`src/rtl/lv_pwm_code_decode_if.sv`:
```
// Line and status bundle between the HV PWM receiver pin and the LV pulse-count decoder.
interface lv_pwm_code_decode_if #(
    parameter int CODE_W = 3
);
    logic              i_pwm_n;
    logic              i_en;
    logic              o_pwm_gwave;
    logic              o_code_vld;
    logic [CODE_W-1:0] o_code;
    logic              o_intb_n;
    logic              o_intb_set;
    logic              o_intb_clr;
    logic              o_err;
    logic [1:0]        o_err_type;
    logic              o_busy;

    modport master (
        output i_pwm_n, i_en,
        input  o_pwm_gwave, o_code_vld, o_code, o_intb_n, o_intb_set, o_intb_clr,
               o_err, o_err_type, o_busy
    );

    modport slave (
        input  i_pwm_n, i_en,
        output o_pwm_gwave, o_code_vld, o_code, o_intb_n, o_intb_set, o_intb_clr,
               o_err, o_err_type, o_busy
    );
endinterface

```
`src/rtl/lv_pwm_code_decode.sv`:
```
// Pulse-count decoder for the HV-to-LV PWM interrupt line: filters low pulses, counts
// qualified ones into gap-terminated frames, and drives the HV interrupt level.
//
// state   | meaning
// IDLE    | no frame open, waiting for a qualified pulse
// COUNT   | frame open, counting qualified pulses until the gap timeout
// DRAIN   | frame discarded after overflow/long pulse, waiting for a quiet gap
// WAIT_HI | long low in progress, waiting for the line to return high
module lv_pwm_code_decode #(
    parameter int CNT_W     = 5,
    parameter int PW_MIN    = 4,
    parameter int PW_MAX    = 8,
    parameter int GAP_TO    = 9,
    parameter int MAX_PULSE = 4,
    parameter int SYNC_STG  = 2
) (
    input  logic                 i_clk,
    input  logic                 i_rst,
    lv_pwm_code_decode_if.slave  bus
);
    localparam int CODE_W = $clog2(MAX_PULSE + 1);

    localparam logic [CNT_W-1:0]  LW_MIN = CNT_W'(PW_MIN);
    localparam logic [CNT_W-1:0]  LW_MAX = CNT_W'(PW_MAX);
    localparam logic [CNT_W-1:0]  LW_SAT = CNT_W'(PW_MAX + 1);
    localparam logic [CNT_W-1:0]  GC_TO  = CNT_W'(GAP_TO);
    localparam logic [CODE_W-1:0] PC_MAX = CODE_W'(MAX_PULSE);
    localparam logic [CODE_W-1:0] PC_ONE = CODE_W'(1);

    typedef enum logic [1:0] {IDLE, COUNT, DRAIN, WAIT_HI} state_t;

    state_t              state_q, state_d;
    logic [SYNC_STG-1:0] sync_q, sync_d;
    logic                s_prev_q;
    logic [CNT_W-1:0]    lw_q, lw_d;
    logic [CNT_W-1:0]    gc_q, gc_d;
    logic                long_seen_q, long_seen_d;
    logic [CODE_W-1:0]   pc_q, pc_d;
    logic                code_vld_q, code_vld_d;
    logic [CODE_W-1:0]   code_q, code_d;
    logic                intb_n_q, intb_n_d;
    logic                set_q, set_d;
    logic                clr_q, clr_d;
    logic                err_q, err_d;
    logic [1:0]          err_type_q, err_type_d;
    logic                busy_q, busy_d;

    logic s, rise, qual, long_ev;

    assign s       = sync_q[SYNC_STG-1];
    assign rise    = s & ~s_prev_q;
    assign qual    = rise && (lw_q >= LW_MIN) && (lw_q <= LW_MAX);
    // long_seen keeps a saturated low run from raising the error more than once
    assign long_ev = bus.i_en && (lw_q == LW_SAT) && !long_seen_q;

    always_comb begin
        sync_d    = sync_q;
        sync_d[0] = bus.i_pwm_n;
        for (int i = 1; i < SYNC_STG; i++) begin
            sync_d[i] = sync_q[i-1];
        end

        state_d     = state_q;
        pc_d        = pc_q;
        lw_d        = s ? '0 : ((lw_q != LW_SAT) ? lw_q + CNT_W'(1) : lw_q);
        long_seen_d = !s && (lw_q == LW_SAT);
        if (qual) begin
            gc_d = CNT_W'(1);
        end else if (s && (gc_q != GC_TO)) begin
            gc_d = gc_q + CNT_W'(1);
        end else begin
            gc_d = gc_q;
        end
        code_vld_d = 1'b0;
        code_d     = code_q;
        intb_n_d   = intb_n_q;
        set_d      = 1'b0;
        clr_d      = 1'b0;
        err_d      = 1'b0;
        err_type_d = err_type_q;

        if (!bus.i_en) begin
            state_d     = IDLE;
            lw_d        = '0;
            gc_d        = '0;
            pc_d        = '0;
            long_seen_d = 1'b0;
        end else if (long_ev) begin
            state_d    = WAIT_HI;
            pc_d       = '0;
            err_d      = 1'b1;
            err_type_d = 2'b01;
        end else begin
            case (state_q)
                IDLE: begin
                    if (qual) begin
                        state_d = COUNT;
                        pc_d    = PC_ONE;
                    end
                end
                COUNT: begin
                    if (qual) begin
                        if (pc_q == PC_MAX) begin
                            state_d    = DRAIN;
                            pc_d       = '0;
                            err_d      = 1'b1;
                            err_type_d = 2'b10;
                        end else begin
                            pc_d = pc_q + PC_ONE;
                        end
                    end else if (gc_q == GC_TO) begin
                        state_d    = IDLE;
                        pc_d       = '0;
                        code_vld_d = 1'b1;
                        code_d     = pc_q;
                        if (pc_q == PC_ONE) begin
                            intb_n_d = 1'b0;
                            set_d    = 1'b1;
                        end
                        if (pc_q == PC_MAX) begin
                            intb_n_d = 1'b1;
                            clr_d    = 1'b1;
                        end
                    end
                end
                DRAIN: begin
                    if (!qual && (gc_q == GC_TO)) begin
                        state_d = IDLE;
                    end
                end
                WAIT_HI: begin
                    if (s) begin
                        state_d = DRAIN;
                        gc_d    = '0;
                    end
                end
                default: state_d = IDLE;
            endcase
        end

        busy_d = (state_d != IDLE);
    end

    always_ff @(posedge i_clk) begin
        if (i_rst) begin
            sync_q      <= '1;
            s_prev_q    <= 1'b1;
            lw_q        <= '0;
            gc_q        <= '0;
            long_seen_q <= 1'b0;
            pc_q        <= '0;
            state_q     <= IDLE;
            code_vld_q  <= 1'b0;
            code_q      <= '0;
            intb_n_q    <= 1'b1;
            set_q       <= 1'b0;
            clr_q       <= 1'b0;
            err_q       <= 1'b0;
            err_type_q  <= 2'b00;
            busy_q      <= 1'b0;
        end else begin
            sync_q      <= sync_d;
            s_prev_q    <= s;
            lw_q        <= lw_d;
            gc_q        <= gc_d;
            long_seen_q <= long_seen_d;
            pc_q        <= pc_d;
            state_q     <= state_d;
            code_vld_q  <= code_vld_d;
            code_q      <= code_d;
            intb_n_q    <= intb_n_d;
            set_q       <= set_d;
            clr_q       <= clr_d;
            err_q       <= err_d;
            err_type_q  <= err_type_d;
            busy_q      <= busy_d;
        end
    end

    assign bus.o_pwm_gwave = s;
    assign bus.o_code_vld  = code_vld_q;
    assign bus.o_code      = code_q;
    assign bus.o_intb_n    = intb_n_q;
    assign bus.o_intb_set  = set_q;
    assign bus.o_intb_clr  = clr_q;
    assign bus.o_err       = err_q;
    assign bus.o_err_type  = err_type_q;
    assign bus.o_busy      = busy_q;
endmodule
```
`src/flat_wrapper.sv`:
```
// flat-port wrapper written by rule: the top's interface ports become plain ports
module lv_pwm_code_decode_flat 
#(
    parameter int CNT_W     = 5,
    parameter int PW_MIN    = 4,
    parameter int PW_MAX    = 8,
    parameter int GAP_TO    = 9,
    parameter int MAX_PULSE = 4,
    parameter int SYNC_STG  = 2
)
  (i_clk, i_rst, bus_i_pwm_n, bus_i_en, bus_o_pwm_gwave, bus_o_code_vld, bus_o_code, bus_o_intb_n, bus_o_intb_set, bus_o_intb_clr, bus_o_err, bus_o_err_type, bus_o_busy);
  lv_pwm_code_decode_if bus_i ();
  input  logic i_clk;
  input  logic i_rst;
  input wire logic [$bits(bus_i.i_pwm_n)-1:0] bus_i_pwm_n;
  input wire logic [$bits(bus_i.i_en)-1:0] bus_i_en;
  output wire logic [$bits(bus_i.o_pwm_gwave)-1:0] bus_o_pwm_gwave;
  output wire logic [$bits(bus_i.o_code_vld)-1:0] bus_o_code_vld;
  output wire logic [$bits(bus_i.o_code)-1:0] bus_o_code;
  output wire logic [$bits(bus_i.o_intb_n)-1:0] bus_o_intb_n;
  output wire logic [$bits(bus_i.o_intb_set)-1:0] bus_o_intb_set;
  output wire logic [$bits(bus_i.o_intb_clr)-1:0] bus_o_intb_clr;
  output wire logic [$bits(bus_i.o_err)-1:0] bus_o_err;
  output wire logic [$bits(bus_i.o_err_type)-1:0] bus_o_err_type;
  output wire logic [$bits(bus_i.o_busy)-1:0] bus_o_busy;
  assign bus_i.i_pwm_n = bus_i_pwm_n;
  assign bus_i.i_en = bus_i_en;
  assign bus_o_pwm_gwave = bus_i.o_pwm_gwave;
  assign bus_o_code_vld = bus_i.o_code_vld;
  assign bus_o_code = bus_i.o_code;
  assign bus_o_intb_n = bus_i.o_intb_n;
  assign bus_o_intb_set = bus_i.o_intb_set;
  assign bus_o_intb_clr = bus_i.o_intb_clr;
  assign bus_o_err = bus_i.o_err;
  assign bus_o_err_type = bus_i.o_err_type;
  assign bus_o_busy = bus_i.o_busy;
  lv_pwm_code_decode #(.CNT_W(CNT_W), .PW_MIN(PW_MIN), .PW_MAX(PW_MAX), .GAP_TO(GAP_TO), .MAX_PULSE(MAX_PULSE), .SYNC_STG(SYNC_STG)) u_core (.i_clk(i_clk), .i_rst(i_rst), .bus(bus_i));
endmodule
```
`config.mk`:
```
export PLATFORM = sky130hd
export DESIGN_NAME = lv_pwm_code_decode_flat
export DESIGN_NICKNAME = d
export VERILOG_FILES = /design/src/rtl/lv_pwm_code_decode_if.sv /design/src/rtl/lv_pwm_code_decode.sv /design/src/flat_wrapper.sv
export SDC_FILE = /design/constraint.sdc
export NUM_CORES = 1
export LEC_CHECK = 0
export ABC_AREA = 1
export CORE_MARGIN = 2
export CORE_UTILIZATION = 36
export CTS_CLUSTER_DIAMETER = 150
export CTS_CLUSTER_SIZE = 40
export DETAILED_ROUTE_END_ITERATION = 8
export PLACE_DENSITY = 0.59
export SYNTH_ARGS = -nofsm -noshare
export SYNTH_HDL_FRONTEND = slang
export SYNTH_SLANG_ARGS = --single-unit
```
`constraint.sdc`:
```
create_clock -name i_clk -period 1.3 [get_ports i_clk]
set_clock_uncertainty 0.05 [all_clocks]
set_input_delay 0.325 -clock i_clk [delete_from_list [all_inputs] [get_ports i_clk]]
set_output_delay 0.325 -clock i_clk [all_outputs]
set_load 0.005 [all_outputs]
```
==> Word-level counts from Yosys, hierarchy flattened <==
Cells that the tools add are included.
{ "word_totals": {"word_cells": 95, "mem_bits_ro": 0, "latch_bits": 0, "ramBits": 0, "ff_bits": 30, "output_inout_bits": 12, "inputBits": 4, "n_memories": 0} }
{ "classes": {"eq_ne": 11, "bitwise": 7, "magnitude_cmp": 2, "reduce_logical": 26, "n_div": 0, "shift": 0, "addsub": 3, "mux": 31, "n_mul": 0} }
{ "ops": {"columns": ["cell", "n"], "rows": [
  ["two-way mux 5 bit", 5],
  ["two-way mux 2 bit", 12],
  ["two-way mux 3 bit", 4],
  ["nonzero test 2 bit", 6],
  ["adder 5 x 1 -> 5 bit, second input constant", 2],
  ["== test 5 x 4 -> 1 bit, second input constant", 2],
  ["inequality test 5 x 4 -> 1 bit, second input constant", 2],
  ["two-way mux 1 bit", 8],
  ["one-hot mux 2 bit (4 select lines)", 1],
  ["logical AND 1 bit", 7],
  ["inverter 1 bit", 6],
  ["one-hot mux 3 bit (2 select lines)", 1],
  ["AND reduction 6 bit", 1],
  ["OR reduction 3 bit", 2],
  ["OR reduction 6 bit", 1],
  [">= comparator 5 x 3 -> 1 bit, second input constant", 1],
  ["<= comparator 5 x 4 -> 1 bit, second input constant", 1],
  ["AND reduction 5 bit", 1],
  ["OR reduction 5 bit", 1],
  ["== test 2 bit, second input constant", 2],
  ["AND reduction 4 bit", 1],
  ["adder 3 x 1 -> 3 bit, second input constant", 1],
  ["== test 3 x 1 -> 1 bit, second input constant", 1],
  ["== test 3 bit, second input constant", 1],
  ["8 further kinds", 10]
]} }

==> Longest topological paths before layout <==
{ "logic_depth": {"depth_word": 11, "mapped_depth": 10, "depth_no_buf": 10} }

==> Worst setup path after synthesis <==
No wires, ideal clock.
{ "synth_path": {"path_type": "register to register", "startpoint": "reg u_core.gc_q[1]", "endpoint": "reg u_core.gc_q[1]", "setup_slack_ps": -111, "arrival_time_ps": 1291, "setup_time_ps": 70, "path_stages_with_launch": 9, "n_path_buf": 0, "required_time_ps": 1180, "period_less_slack_ps": 1411, "path_cell_list": "dfxtp_1 > inv_1 > ha_1 > nand2_1 > nor3_4 > nor2_1 > inv_1 > or2_2 > a21oi_1"} }
{ "synth_via": {"elab_chain_len": 7, "elab_cells_between_ends": 8, "cone_classes": "add/sub: 1; eq/ne: 1; mux: 5; reduce/logical: 1"} }
{ "synth_rtl": {"columns": ["item", "line", "text"], "rows": [
  ["start: declaration", "lv_pwm_code_decode.sv:36", "logic [CNT_W-1:0] gc_q, gc_d;"],
  ["start signal: assignment", "lv_pwm_code_decode.sv:165", "gc_q <= gc_d;"],
  ["branches (longest 2 deep; another with adder 5 x 1 -> 5 bit)", null, null],
  ["two-way mux 5 bit (*)", "lv_pwm_code_decode.sv:69", "end else if (s && (gc_q != GC_TO)) begin"],
  ["two-way mux 5 bit (*)", "lv_pwm_code_decode.sv:67", "if (qual) begin"],
  ["two-way mux 5 bit", "lv_pwm_code_decode.sv:132", "if (s) begin"],
  ["two-way mux 5 bit", "lv_pwm_code_decode.sv:94", "case (state_q)"],
  ["two-way mux 5 bit (*)", "lv_pwm_code_decode.sv:88", "end else if (long_ev) begin"]
]} }
Mark *: on every way between the ends.
A chain may end at the register's enable or synchronous reset.

==> Worst setup path in the final report <==
{ "layout_path": {"startpoint": "reg u_core.lw_q[0]", "endpoint": "reg u_core.intb_n_q, in the netlist u_core.bus.o_intb_n"} }
{ "layout_via": {"elab_chain_len": 5, "elab_cells_between_ends": 10, "cone_classes": "order compare: 2; eq/ne: 1; bitwise: 2; reduce/logical: 5"} }
{ "layout_rtl": {"columns": ["item", "line", "text"], "rows": [
  ["start: declaration", "lv_pwm_code_decode.sv:35", "logic [CNT_W-1:0] lw_q, lw_d;"],
  ["start signal: assignment", "lv_pwm_code_decode.sv:164", "lw_q <= lw_d;"],
  [">= comparator 5 x 3 -> 1 bit or == test 5 x 4 -> 1 bit (tied branches)", "lv_pwm_code_decode.sv:52, lv_pwm_code_decode.sv:54", null],
  ["logical AND 1 bit (on tied branches) (2 in series)", "lv_pwm_code_decode.sv:52, lv_pwm_code_decode.sv:54", null],
  ["inverter 1 bit (no line)", null, null],
  ["AND reduction 6 bit (no line) (*)", null, null],
  ["end signal: assignment", "lv_pwm_code_decode.sv:171", "intb_n_q <= intb_n_d;"],
  ["end: declaration", "lv_pwm_code_decode.sv:41", "logic intb_n_q, intb_n_d;"]
]} }
Mark *: on every way between the ends. The rest lies on a longest branch, timed or not.

==> impl_metrics.tcl <==
set metrics [dict create \
    yosysSeqAreaShare 0.419 \
    grtUsageTotal 0.159 \
    drv_cap 0 \
    die_w_um 67.1 \
    numCtsBuffers 5 \
    grt_pass1_vias 1296 \
    final_util 0.600 \
    antenna_left 0 \
    worst_path_most_repeated_cell "nand2_4" \
    fmax_mhz 693 \
    seq_power_share 0.489 \
    dieArea_mm2 0.00450 \
    place_ws_ns -0.431 \
    h-tree-depth 2 \
    cts_hold_buf 0 \
    clkPwrFrac 0.384 \
    setup_ws_ns -0.143 \
    cts_root_buffer "clkbuf_8" \
    dr_total_vias 1361 \
    path_max_fanout 6 \
    syn_inst 189 \
    slew_violations 0 \
    die_h_um 67.1 \
    diodes 0 \
    path_class "flip-flop to flip-flop" \
    irDropWorstVdd_mv 0.583 \
    cts_sinks 30 \
    synthesis.nets 201 \
    power_frac_comb 0.127 \
    overflow 0 \
    rsz0062_at_grt "yes" \
    setup_viol 20 \
    clock_latency_ns 0.28 \
    synth_top_area_cell "dfxtp_1" \
    area_growth_pct 56.7 \
    arrival_ns 1.57 \
    crit_path_end_kind "flip-flop" \
    wire_per_inst_um 10.5 \
    relSlewSlack 0.808 \
    critical_path.cell_chain "inv_4, ha_4, nand3_4, nand2_4, nand2_4, nand2_4, nor2_4, nand2_2, nand2_1, nand2_1" \
    synth.area.top_cells "dfxtp_1 42%, nand2_1 9.2%, inv_1 7.1%" \
    grt_pass1_wl_um 5370 \
    netlist_area_mm2 0.00143 \
    avgViaCountPerCell 4.52 \
    final_cell_mix "37 x buf_4, 29 x nand2_1, 24 x dfxtp_1" \
    synth.distinct_cells 25 \
    yosys_warnings 0 \
    drcViolationCount 0 \
    cp-start-kind "flip-flop" \
    setup_tns_ns -1.77 \
    power_density_mw_per_mm2 885 \
    numPortBuffers 15 \
    dr.pass1.iters 4 \
    fin_crit_ns 1.44 \
    hold_path_class "flip-flop to flip-flop" \
    layout-drive-gt1-share 0.443 \
    wl_um 3170 \
    grt_max_degree 10 \
    drtIter0Drc 43 \
    hold-worst-slack_ns 0.375 \
    violations "negative setup slack" \
    path_clk_slew_ns 0.06 \
    internal_power_uw 1500 \
    status "finished with violations" \
    switchingPower_uw 488 \
    start_util 0.383 \
    dp.final_hpwl_um 2180 \
    cts_buffer_depth 2 \
    hold_viol_final 0 \
    ios 16 \
    swShare 0.245 \
    leakage_uw 0.00105 \
    avgSynthCellArea_um2 7.58 \
    grt_antenna_before_repair 0 \
    layout.cells.most_common "buf_4" \
    synth_seq_cells 30 \
    cts_tree "built" \
    rows 22 \
    power_uw 1990 \
    cpPeakStageDelay_ns 0.39 \
    crit_required_ns 1.42 \
    tightest_slew_ns 0.285 \
    gp_congestion 0.788 \
    yosysTopAreaCellShare 0.419 \
    core_region_area_mm2 0.00374 \
    crit_path_top_delay_cell "dfxtp_4" \
    fin_crit_sh 1.11 \
    nets 264 \
]
## cell type report
type / count / area [um^2]
Timing Repair Buffer: 56 / 455
Multi-Input combinational cell: 129 / 907
Fill cell: 348 / 1500
Sequential cell: 30 / 613
Inverter: 30 / 118
Clock inverter: 1 / 5.00
Clock buffer: 7 / 86.3
Tap cell: 48 / 60.1
## power by group through the flow
stage / combinational (uW) / clock (uW) / sequential [uW]
detailed placement: 174 / 0 / 978
global placement: 176 / 0 / 977
floorplan: 106 / 0 / 976
finish: 252 / 763 / 973
global route: 278 / 828 / 972
CTS: 207 / 794 / 970
## repair_timing
item                                    4_1_cts  5_1_grt
endpoints found under the setup margin       32       23
pin swaps                                    13       17
setup buffers                                 6        6
resized for setup                            39       25
cloned                                        0        0
## final timing paths
path	from	endpoint	slack, ns	depth (start not counted)
setup / recovery	u_core.lw_q[0]$_SDFFE_PP0P_	u_core.bus.o_intb_n$_SDFFE_PP1P_	-0.14	10
hold / removal	u_core.sync_q[0]$_SDFF_PP1_	u_core.sync_q[1]$_SDFF_PP1_	0.37	1
setup reg to reg	u_core.lw_q[0]$_SDFFE_PP0P_	u_core.bus.o_intb_n$_SDFFE_PP1P_	-0.14	10
hold reg to reg	u_core.sync_q[0]$_SDFF_PP1_	u_core.sync_q[1]$_SDFF_PP1_	0.37	1
## kinds of logic (layout without fill, tap and decap cells)
| logic type | count (synthesis) | in the layout | synth area share |
|---|---|---|---|
| AO/OA/AOI/OAI | 20 | 20 | 0.0742 |
| AND/OR/NAND/NOR | 97 | 97 | 0.334 |
| adder cells (fa/ha/maj) | 8 | 8 | 0.0699 |
| flip-flops | 30 | 30 | 0.419 |
| XOR/XNOR | 4 | 4 | 0.0245 |
| buffers and inverters | 30 | 94 | 0.0786 |
## worst max-delay path: cells and delay by family (launching register included)
kind | cells | cell delay [ns]
fa+ha+maj | 1 | 0.16
buf+inv | 1 | 0.04
flops | 1 | 0.39
simple gates | 8 | 0.71
## layer usage
layer	part of all wire	global-route usage	wire length (um)
met5	0	0	0
met3	0.037	0.0439	116
met1	0.49	0.201	1560
met4	0.016	0.0842	51
met2	0.45	0.243	1440
## cell usage after synthesis
master    instances
nor3b_2           1
nand3_2           2
xor2_1            2
nor3_2            1
nor3_4            1
a21oi_1           8
ha_1              8
nand3_1           8
nor2_1           27
a21oi_2           1
or2_2             3
o21ai_0           7
nor2_2            4
o21ai_1           3
dfxtp_1          30
nand2_1          35
nand4_1           3
inv_2             3
inv_1            27
o21bai_1          1
nand2_4           2
xnor2_1           2
nand2_2           4
nor2_4            1
nor3_1            5
## per-stage QoR
stage | area [um^2] | std cells
finish | 2240 | 301
global route | 2240 | 301
CTS | 2110 | 295
detailed placement | 1910 | 281
global placement | 1910 | 281
floorplan | 1480 | 189
## flip-flops by register name (all words and copies together) (netlist names)
signal,flops
u_core.state_q,2
u_core.bus.o_err,1
u_core.gc_q,5
u_core.bus.o_code,3
u_core.bus.o_intb_clr,1
u_core.s_prev_q,1
u_core.long_seen_q,1
u_core.sync_q,2
u_core.bus.o_code_vld,1
u_core.bus.o_err_type,2
u_core.bus.o_intb_set,1
u_core.lw_q,5
u_core.bus.o_busy,1
u_core.bus.o_intb_n,1
u_core.pc_q,3
Note: power is estimated with default switching activity, not from simulation.
